`config.mk`:
```
export PLATFORM = sky130hd
export DESIGN_NAME = mtr_drv_flat
export DESIGN_NICKNAME = d
export VERILOG_FILES = /design/src/rtl/mtr_drv_if.sv /design/src/rtl/mtr_drv.sv /design/src/flat_wrapper.sv
export SDC_FILE = /design/constraint.sdc
export NUM_CORES = 1
export LEC_CHECK = 0
export ABC_AREA = 0
export BUFFER_PORTS_ARGS = -buffer_cell sky130_fd_sc_hd__buf_2
export CAP_MARGIN = 20
export CORE_MARGIN = 2
export CORE_UTILIZATION = 53
export DETAILED_ROUTE_END_ITERATION = 8
export PLACE_DENSITY = 0.73
export SYNTH_ARGS = -nofsm -noshare
export SYNTH_HDL_FRONTEND = slang
export SYNTH_SLANG_ARGS = --single-unit
```
`constraint.sdc`:
```
create_clock -name clk -period 2.03 [get_ports clk]
set_input_delay 0.1015 -clock clk [delete_from_list [all_inputs] [get_ports clk]]
set_output_delay 0.1015 -clock clk [all_outputs]
set_load 0.01 [all_outputs]
```
`src/rtl/mtr_drv_if.sv`:
```
// Motor drive bundle: speed inputs, over-current comparators and
// half-bridge drive outputs shared by the controller side and mtr_drv.
interface mtr_drv_if;
    logic signed [11:0] lft_spd;
    logic signed [11:0] rght_spd;
    logic               OVR_I_lft;
    logic               OVR_I_rght;
    logic               PWM1_lft;
    logic               PWM2_lft;
    logic               PWM1_rght;
    logic               PWM2_rght;
    logic               pwm_synch;
    logic               OVR_I_shtdwn;

    modport master (
        output lft_spd, rght_spd, OVR_I_lft, OVR_I_rght,
        input  PWM1_lft, PWM2_lft, PWM1_rght, PWM2_rght,
        input  pwm_synch, OVR_I_shtdwn
    );

    modport slave (
        input  lft_spd, rght_spd, OVR_I_lft, OVR_I_rght,
        output PWM1_lft, PWM2_lft, PWM1_rght, PWM2_rght,
        output pwm_synch, OVR_I_shtdwn
    );
endinterface

```
`src/rtl/mtr_drv.sv`:
```
// Dual-side 11-bit complementary PWM drive with dead time and
// blanked over-current supervision latching a sticky shutdown.
module mtr_drv #(
    parameter int NONOVERLAP = 32,
    parameter int BLANK      = 128,
    parameter int OVR_LIMIT  = 4
) (
    input logic      clk,
    input logic      rst_n,
    mtr_drv_if.slave bus
);

    localparam logic [10:0] NOV11 = 11'(NONOVERLAP);
    localparam logic [11:0] NOV12 = 12'(NONOVERLAP);
    localparam logic [7:0]  BLK8  = 8'(BLANK);
    localparam logic [2:0]  LIM3  = 3'(OVR_LIMIT);

    // Index 0 is the left side, index 1 the right side.
    logic [10:0]      cnt_q, cnt_d;
    logic [1:0][10:0] duty_q, duty_d;
    logic [1:0]       pwm1_q, pwm1_d;
    logic [1:0]       pwm2_q, pwm2_d;
    logic [1:0][1:0]  sync_q, sync_d;
    logic [1:0][7:0]  on_q, on_d;
    logic             seen_q, seen_d;
    logic [2:0]       ovr_q, ovr_d;
    logic             sd_q, sd_d;
    logic             synch_q, synch_d;
    logic             wrap;
    logic             seen_now;
    logic [2:0]       ovr_inc;
    logic [1:0]       qual;
    logic [1:0]       ovr_in;
    logic [1:0][11:0] spd;

    assign spd    = {bus.rght_spd, bus.lft_spd};
    assign ovr_in = {bus.OVR_I_rght, bus.OVR_I_lft};

    always_comb begin
        wrap   = (cnt_q == 11'h7FF);
        cnt_d  = cnt_q + 11'd1;
        duty_d = duty_q;
        sync_d = sync_q;
        on_d   = on_q;
        qual   = '0;
        pwm1_d = '0;
        pwm2_d = '0;
        for (int s = 0; s < 2; s++) begin
            sync_d[s] = {sync_q[s][0], ovr_in[s]};
            qual[s]   = sync_q[s][1] && (on_q[s] >= BLK8);
            if (!(pwm1_q[s] || pwm2_q[s])) begin
                on_d[s] = 8'd0;
            end else if (on_q[s] != 8'hFF) begin
                on_d[s] = on_q[s] + 8'd1;
            end
            if (wrap) begin
                duty_d[s] = {~spd[s][11], spd[s][10:1]};
            end
        end
        seen_now = seen_q || (|qual);
        seen_d   = seen_now && !wrap;
        ovr_inc  = ovr_q + 3'd1;
        ovr_d    = ovr_q;
        sd_d     = sd_q;
        if (wrap) begin
            ovr_d = seen_now ? ovr_inc : 3'd0;
            if (seen_now && (ovr_inc == LIM3)) begin
                sd_d = 1'b1;
            end
        end
        // Gate on the next shutdown state so legs drop the cycle after the trip edge.
        for (int s = 0; s < 2; s++) begin
            pwm2_d[s] = !sd_d && (cnt_q >= NOV11)
                        && (cnt_q < duty_q[s]);
            pwm1_d[s] = !sd_d
                        && ({1'b0, cnt_q} >= ({1'b0, duty_q[s]} + NOV12));
        end
        synch_d = wrap;
    end

    always_ff @(posedge clk or negedge rst_n) begin
        if (!rst_n) begin
            cnt_q   <= '0;
            duty_q  <= {2{11'd1024}};
            pwm1_q  <= '0;
            pwm2_q  <= '0;
            sync_q  <= '0;
            on_q    <= '0;
            seen_q  <= 1'b0;
            ovr_q   <= '0;
            sd_q    <= 1'b0;
            synch_q <= 1'b0;
        end else begin
            cnt_q   <= cnt_d;
            duty_q  <= duty_d;
            pwm1_q  <= pwm1_d;
            pwm2_q  <= pwm2_d;
            sync_q  <= sync_d;
            on_q    <= on_d;
            seen_q  <= seen_d;
            ovr_q   <= ovr_d;
            sd_q    <= sd_d;
            synch_q <= synch_d;
        end
    end

    assign bus.PWM1_lft     = pwm1_q[0];
    assign bus.PWM2_lft     = pwm2_q[0];
    assign bus.PWM1_rght    = pwm1_q[1];
    assign bus.PWM2_rght    = pwm2_q[1];
    assign bus.pwm_synch    = synch_q;
    assign bus.OVR_I_shtdwn = sd_q;

endmodule

```
`src/flat_wrapper.sv`:
```
// flat-port wrapper written by rule: the top's interface ports become plain ports
module mtr_drv_flat 
#(
    parameter int NONOVERLAP = 32,
    parameter int BLANK      = 128,
    parameter int OVR_LIMIT  = 4
)
  (clk, rst_n, bus_lft_spd, bus_rght_spd, bus_OVR_I_lft, bus_OVR_I_rght, bus_PWM1_lft, bus_PWM2_lft, bus_PWM1_rght, bus_PWM2_rght, bus_pwm_synch, bus_OVR_I_shtdwn);
  mtr_drv_if bus_i ();
  input logic clk;
  input logic rst_n;
  input wire logic [$bits(bus_i.lft_spd)-1:0] bus_lft_spd;
  input wire logic [$bits(bus_i.rght_spd)-1:0] bus_rght_spd;
  input wire logic [$bits(bus_i.OVR_I_lft)-1:0] bus_OVR_I_lft;
  input wire logic [$bits(bus_i.OVR_I_rght)-1:0] bus_OVR_I_rght;
  output wire logic [$bits(bus_i.PWM1_lft)-1:0] bus_PWM1_lft;
  output wire logic [$bits(bus_i.PWM2_lft)-1:0] bus_PWM2_lft;
  output wire logic [$bits(bus_i.PWM1_rght)-1:0] bus_PWM1_rght;
  output wire logic [$bits(bus_i.PWM2_rght)-1:0] bus_PWM2_rght;
  output wire logic [$bits(bus_i.pwm_synch)-1:0] bus_pwm_synch;
  output wire logic [$bits(bus_i.OVR_I_shtdwn)-1:0] bus_OVR_I_shtdwn;
  assign bus_i.lft_spd = bus_lft_spd;
  assign bus_i.rght_spd = bus_rght_spd;
  assign bus_i.OVR_I_lft = bus_OVR_I_lft;
  assign bus_i.OVR_I_rght = bus_OVR_I_rght;
  assign bus_PWM1_lft = bus_i.PWM1_lft;
  assign bus_PWM2_lft = bus_i.PWM2_lft;
  assign bus_PWM1_rght = bus_i.PWM1_rght;
  assign bus_PWM2_rght = bus_i.PWM2_rght;
  assign bus_pwm_synch = bus_i.pwm_synch;
  assign bus_OVR_I_shtdwn = bus_i.OVR_I_shtdwn;
  mtr_drv #(.NONOVERLAP(NONOVERLAP), .BLANK(BLANK), .OVR_LIMIT(OVR_LIMIT)) u_core (.clk(clk), .rst_n(rst_n), .bus(bus_i));
endmodule
```
# Word-level counts from Yosys, hierarchy flattened

Cells that the tools add are included.

$add $sub $neg: 6
$lt $le $gt $ge: 7
Equal/unequal tests: 6
Mux-type cells: 7
Bitwise operators: 2
Reduce and logical (&&, ||, !) cells: 15

Operators with widths:

| operator              | number |
|---|---|
| $mux 8                | 4 |
| $add 11x6->12 const B | 2 |
| $ge 11x12->1          | 2 |
| $lt 11x11->1          | 2 |
| $add 8x1->8 const B   | 2 |
| $ge 8x8->1 const B    | 2 |
| $ne 8x8->1 const B    | 2 |
| $add 11x1->11 const B | 1 |
| $eq 11x11->1 const B  | 1 |
| $ge 11x6->1 const B   | 1 |
| $logic_and 1x1->1     | 9 |
| $ne 2x2->1 const B    | 2 |
| $add 3x1->3 const B   | 1 |
| $eq 3x3->1 const B    | 1 |
| $logic_or 1x1->1      | 3 |
| $mux 3                | 1 |
| $logic_not 1->1       | 2 |
| $mux 1                | 2 |
| $not 1->1             | 2 |
| $reduce_or 2->1       | 1 |

Register bits after elaboration: 63
Input bits: 28
Output and inout bits: 6
Word-level logic and storage cells: 56

# Longest topological paths before layout

Gate-level depths: netlist of run 1.

Word-level depth: 10
Depth in mapped cells: 8
Mapped depth without buffers: 8

# Worst setup path after synthesis of run 1

Ideal clock, no wire load.

Kind: flip-flop to flip-flop
From: register u_core.duty_q[5] (netlist name)
To: register u_core.pwm1_q[0]
Setup time: 0.136 ns
Arrival time: 1.978 ns
Data required time: 1.894 ns
Path slack: -0.084 ns
Cell stages (with the launch flop): 9
Path buffers: 0
Clock period less this slack: 2.114 ns
Path through: dfrtp_1 -> ha_1 -> inv_1 -> ha_1 -> nor2b_1 -> a221o_1 -> a221o_1 -> a41oi_1 -> a311oi_1

Longest elaborated chain between the ends: 3

Ends and longest elaborated chain:

| element                    | RTL line      | text |
|---|---|---|
| start, declared            | mtr_drv.sv:20 | `logic [1:0][10:0] duty_q, duty_d;` |
| start signal, assigned     | mtr_drv.sv:84 | `duty_q <= {2{11'd1024}};` |
| start signal, assigned     | mtr_drv.sv:95 | `duty_q <= duty_d;` |
| $add 11x6->12              | mtr_drv.sv:76 | `&& ({1'b0, cnt_q} >= ({1'b0, duty_q[s]} + NOV12));` |
| $ge 11x12->1               | mtr_drv.sv:76 |  |
| $logic_and 1x1->1          | mtr_drv.sv:76 |  |
| named net u_core.pwm1_d[0] | mtr_drv.sv:21 | `logic [1:0] pwm1_q, pwm1_d;` |
| end signal, assigned       | mtr_drv.sv:96 | `pwm1_q <= pwm1_d;` |
| end, declared              | mtr_drv.sv:21 |  |

The timed path passes the listed nets, and every way through them passes these cells.
A chain may end at the register's enable or synchronous reset.

# Final worst setup path of run 1

From: register u_core.duty_q[6] (netlist name)
To: register u_core.pwm1_q[0]

The elaborated chain is that of the path after synthesis.

==> impl_metrics.tcl, run 1 <==
set metrics [dict create \
    outcome "complete, but fails checks" \
    violations "negative setup slack" \
    hold_viol 0 \
    antenna_left 0 \
    io_pins 34 \
    crit_required_ns 2.24 \
    cts_tree "yes" \
    cap_violations 0 \
    die_w_um 85.4 \
    hold_class "in -> async" \
    peakVddDrop_v 0.000562 \
    fin_worst_skew_ns 0.00795 \
    drt-vias-per-instance 5.51 \
    synth_top_flop_cell "dfrtp_1" \
    synth_area_mm2 0.00351 \
    cts_made_buffers 9 \
    dp_worst_setup_slack_ns -0.0733 \
    drt_iter0_markers 91 \
    cp-end-kind "flop" \
    grt_usage_pct 21.4 \
    min_period_ns 2.04 \
    detailed_place.area_mm2 0.00384 \
    drive_above_1_share_pct 18.1 \
    async_flop_share_pct 100 \
    grt_start_max_net_pins 40 \
    synth_cell_types 42 \
    criticalPathCategory "reg -> reg" \
    synth_seq_cells 63 \
    critPathMaxFanout 2 \
    fin_nets 493 \
    cts-root-buf "clkbuf_8" \
    clock_sinks 63 \
    wirelength_um 7040 \
    period_share_pct 101 \
    p_leak_uw 0.00219 \
    antenna_found_initial 0 \
    die_h_um 85.4 \
    synth_area_per_cell_um2 10.2 \
    grt_pass1_wl_um 12300 \
    vias 2767 \
    start_kind "flop" \
    fin_area_mm2 0.00432 \
    portBuffers 31 \
    design.die.area_mm2 0.00729 \
    fin_ws_ns -0.0116 \
    tightestPinTransition_ns 0.506 \
    drcViolationCount 0 \
    cts.path.max_buffers 2 \
    syn_nets 417 \
    grt-ovfl-total 0 \
    p_total_uw 2500 \
    powerDensity_mw_per_mm2 579 \
    fin_setup_tns_ns -0.0116 \
    grt_pass1_vias 2806 \
    dp_hpwl_um 5060 \
    wl_per_cell_um 14.0 \
    rsz0062_at_grt "yes" \
    fin_util_pct 67.7 \
    diodes 0 \
    max_freq_mhz 490 \
    slew-limit-headroom_pct 66.3 \
    syn_inst 345 \
    htreeDepth 3 \
    synth_warnings 0 \
    area_delta_synth_final_pct 23.1 \
    num_rows 29 \
    synth-edff-count 0 \
    core_area_mm2 0.00639 \
    seq_area_frac_synth_pct 45.0 \
    setup_viol 1 \
    clock_latency_ns 0.35 \
    clk_pin_slew_worst_paths_ns 0.07 \
    drv_slew 0 \
    cp.arrival_ns 2.25 \
    firstDrtPassIters 4 \
    place_congestion 0.830 \
    initial_core_util_pct 55.0 \
]
[per-layer routing]
layer | global-route usage (%) | wire, um | up-vias
met3 | 6.42 | 248 | 10
met1 | 24.9 | 3160 | 1336
met4 | 7.79 | 90 | 0
met5 | 0 | 0 | -
met2 | 37.1 | 3540 | 47
li1 | - | - | 1374
[sequential cells by signal, summed over array words and instances (netlist names)]
name / cells
u_core.bus.OVR_I_shtdwn: 1
u_core.seen_q: 1
u_core.pwm2_q: 2
u_core.pwm1_q: 2
u_core.sync_q: 2
u_core.bus.pwm_synch: 1
u_core.on_q: 16
u_core.cnt_q: 11
u_core.sync_d: 2
u_core.ovr_q: 3
u_core.duty_q: 22
[kinds of logic after synthesis]
group / after synthesis / synth area share, %
and+or+nand+nor: 103 / 14.5
AOI/OAI and AO/OA: 72 / 13.7
DFF: 63 / 45.0
adders and majority gates: 44 / 15.7
buffers and inverters: 37 / 4.45
xor gates and xnor gates: 23 / 5.74
muxes: 3 / 0.927
[placed cells by master (no fill, tap or decap), types with 6 or more instances in the layout]
| cell | Yosys | final |
|---|---|---|
| dfrtp_1 | 61 | 60 |
| ha_1 | 44 | 42 |
| nand2_1 | 37 | 37 |
| buf_2 | 2 | 31 |
| inv_1 | 31 | 30 |
| dlygate4sd3_1 | 0 | 25 |
| o21ai_0 | 24 | 23 |
| xnor2_1 | 17 | 16 |
| nand3_1 | 15 | 15 |
| nor2_1 | 15 | 15 |
| buf_4 | 0 | 14 |
| clkbuf_8 | 0 | 11 |
| and3_1 | 9 | 9 |
| nand4_1 | 7 | 7 |
| a21oi_1 | 7 | 7 |
| a31oi_1 | 7 | 7 |
| xor2_1 | 6 | 6 |
[through the flow]
stage               cells  hold WS, ns
floorplan             345       -0.194
finish                502        0.249
global placement      460       0.0991
global route          502        0.296
CTS                   500        0.254
detailed placement    460       0.0915
[worst max-delay path, stage by stage, from the launching register on]
cell and delay, ns:
dfrtp_1 0.38, ha_1 0.31, inv_2 0.07, ha_4 0.19
nor2b_4 0.13, a221o_1 0.29, a221o_1 0.33, a41oi_2 0.15
a311oi_1 0.07
[cell usage after synthesis (3+ instances only)]
cell type / count / area share [%]
a211oi_1: 5 / 1.1
a21o_1: 5 / 1.1
a21oi_1: 7 / 1.0
a221o_1: 3 / 0.86
a221oi_1: 3 / 0.75
a311oi_1: 3 / 0.75
a31oi_1: 7 / 1.2
and3_1: 9 / 1.6
dfrtp_1: 61 / 43
ha_1: 44 / 16
inv_1: 31 / 3.3
nand2_1: 37 / 4.0
nand3_1: 15 / 2.1
nand4_1: 7 / 1.2
nor2_1: 15 / 1.6
nor2b_1: 6 / 1.1
nor3_1: 4 / 0.57
o211ai_1: 3 / 0.64
o21ai_0: 24 / 3.4
o22ai_1: 5 / 0.89
xnor2_1: 17 / 4.2
xor2_1: 6 / 1.5
[final cells by class]
cell class / count / area (um^2)
flip-flops and latches: 63 / 1580
repair buffers: 71 / 531
well taps: 77 / 96.3
clock buffers: 12 / 155
inverters: 31 / 116
clock inverters: 3 / 18.8
fillers: 488 / 2060
multi-input cells: 245 / 1820
[report_power, final]
group	internal [uW]	switching [uW]	total, uW
clock network	501	473	974
logic	94.5	74.7	169
registers	1310	50.5	1360
total	1900	599	2500
[repair_timing]
action,CTS,global route
buffers inserted,0,2
setup endpoints to repair,1,3
gates cloned,0,0
hold buffers,25,0
pin swaps,4,9
gates resized for setup,3,6
endpoints found under the hold margin,44,0
[final timing paths]
| check | startpoint | endpoint | slack [ns] | cells after the start |
|---|---|---|---|---|
| setup / recovery | u_core.duty_q[6]$_DFFE_PN0P_ | u_core.pwm1_q[0]$_DFF_PN0_ | -0.01 | 8 |
| max in group asynchronous | rst_n | u_core.duty_q[10]$_DFFE_PN1P_ | 1.04 | 3 |
| hold reg to reg | u_core.sync_d[3]$_DFF_PN0_ | u_core.sync_q[3]$_DFF_PN0_ | 0.36 | 0 |
| hold / removal | rst_n | u_core.on_q[2]$_DFFE_PN0P_ | 0.25 | 2 |
| setup reg to reg | u_core.duty_q[6]$_DFFE_PN0P_ | u_core.pwm1_q[0]$_DFF_PN0_ | -0.01 | 8 |
| min in group clk | u_core.sync_d[3]$_DFF_PN0_ | u_core.sync_q[3]$_DFF_PN0_ | 0.36 | 0 |
No activity file was read; power rests on OpenSTA's default activity.
==> run 2, diff against run 1 <==
CORE_ASPECT_RATIO = 1.1   (was unset)
==> impl_metrics.tcl, run 2 (synthesis gave the netlist of run 1 again) <==
set metrics [dict create \
    drt-vias-per-instance 5.55 \
    critPathMaxFanout 4 \
    cp.arrival_ns 2.21 \
    peakVddDrop_v 0.000450 \
    clock_latency_ns 0.34 \
    dp_hpwl_um 5120 \
    slew-limit-headroom_pct 62.5 \
    final_common_cell "dfrtp_1" \
    cp_num_buf_inv 1 \
    die_w_um 81.6 \
    cp-end-kind "flop" \
    max_freq_mhz 503 \
    period_share_pct 97.9 \
    area_delta_synth_final_pct 23.8 \
    outcome "finished, final reports clean" \
    cts_tree "yes" \
    place_congestion 0.846 \
    drv_slew 0 \
    hold_viol 0 \
    cp_top_family "simple AND/OR/NAND/NOR gates" \
    firstDrtPassIters 4 \
    setup_viol 0 \
    start_kind "flop" \
    num_rows 31 \
    fin_worst_skew_ns 0.00749 \
    slowest_stage "dfrtp_1" \
    multi_input_area_mm2 0.00185 \
    design.die.area_mm2 0.00729 \
    p_total_uw 2470 \
    grt-ovfl-total 0 \
    diodes 0 \
    final_cell_mix "dfrtp_1 (61), ha_1 (41), nand2_1 (37)" \
    grt_pass1_vias 2830 \
    drive_above_1_share_pct 18.8 \
    p_leak_uw 0.00218 \
    portBuffers 31 \
    drt_iter0_markers 132 \
    cts-root-buf "clkbuf_8" \
    powerDensity_mw_per_mm2 569 \
    grt_usage_pct 22.3 \
    clock_sinks 63 \
    crit_required_ns 2.25 \
    antenna_left 0 \
    top_regs "u_core.duty_q (22), u_core.on_q (16), u_core.cnt_q (11)" \
    tightestPinTransition_ns 0.562 \
    rsz0062_at_grt "yes" \
    die_h_um 89.4 \
    top_register "u_core.duty_q" \
    criticalPathCategory "reg -> reg" \
    io_pins 34 \
    fin_setup_tns_ns 0 \
    min_period_ns 1.99 \
    core_area_mm2 0.00652 \
    wl_per_cell_um 14.7 \
    cap_violations 0 \
    cpPeakStageDelay_ns 0.41 \
    antenna_found_initial 0 \
    htreeDepth 3 \
    cts_made_buffers 9 \
    final-seq-area_mm2 0.00158 \
    nFillCells 510 \
    clk_pin_slew_worst_paths_ns 0.07 \
    fin_nets 492 \
    grt_start_max_net_pins 41 \
    hold_class "in -> async" \
    initial_core_util_pct 53.9 \
    largest_reg_flops 22 \
    path_cells "inv_1 -> nor3_2 -> nand3_1 -> xnor2_1 -> ha_1 -> and3_1 -> a221oi_2 -> a311oi_2" \
    grt_pass1_wl_um 12500 \
    cts.path.max_buffers 2 \
    wirelength_um 7460 \
    drcViolationCount 0 \
    vias 2812 \
]
## run 2: layout make-up
| cell class | instances | area share, % |
|---|---|---|
| clock buffer | 10 | 2.94 |
| clock inverter | 6 | 0.864 |
| inverter | 31 | 2.68 |
| multi-input combinational | 245 | 42.5 |
| sequential | 63 | 36.3 |
| tap | 82 | 2.36 |
| timing repair buffer | 70 | 12.3 |
## run 2: final timing paths
check | from | to | depth (start not counted) | slack [ns]
worst max-delay path | u_core.duty_q[18]$_DFFE_PN0P_ | u_core.pwm1_q[1]$_DFF_PN0_ | 8 | 0.04
worst min-delay path | rst_n | u_core.pwm1_q[1]$_DFF_PN0_ | 2 | 0.28
worst max register to register | u_core.duty_q[18]$_DFFE_PN0P_ | u_core.pwm1_q[1]$_DFF_PN0_ | 8 | 0.04
worst min register to register | u_core.sync_d[3]$_DFF_PN0_ | u_core.sync_q[3]$_DFF_PN0_ | 0 | 0.35
max in group asynchronous | rst_n | u_core.duty_q[10]$_DFFE_PN1P_ | 3 | 1.08
min in group clk | u_core.sync_d[3]$_DFF_PN0_ | u_core.sync_q[3]$_DFF_PN0_ | 0 | 0.35
## run 2: power by group
| part | switching, uW | total [uW] | internal [uW] |
|---|---|---|---|
| Sequential | 52.4 | 1360 | 1310 |
| Combinational | 80.8 | 178 | 96.9 |
| Clock | 502 | 938 | 435 |
## run 2: layer usage
metal / global-route usage, % / vias up / share of wire (%)
met5: 0 / - / 0
li1: - / 1373 / -
met3: 3.54 / 15 / 2.4
met1: 26.4 / 1387 / 43
met4: 10.3 / 0 / 1.9
met2: 39.8 / 37 / 52
## run 2: metrics by stage
stage	area, um^2	instances	hold slack [ns]	setup WS, ns	utilization (%)
after detailed placement	3850	463	0.126	-0.0303	59.0
after global placement	3850	463	0.113	0.0000757	59.0
after global routing	4350	507	0.336	-0.0330	66.7
after floorplan	3520	345	-0.194	0.000511	-
after CTS	4290	505	0.293	-0.0174	65.9
final	4350	507	0.280	0.0436	66.7
## run 2: what timing repair did
action,in CTS,in global routing
endpoints found under the hold margin,46,0
pin swaps,6,10
gates resized for setup,4,8
endpoints found under the setup margin,2,3
buffers inserted,1,2
hold buffers,25,0
## run 2: worst reg2reg max path, cell delays in order, from the launching register on
cell and delay [ns]:
dfrtp_1 0.41, inv_1 0.11, nor3_2 0.26, nand3_1 0.14, xnor2_1 0.14, ha_1 0.30
and3_1 0.18, a221oi_2 0.24, a311oi_2 0.07
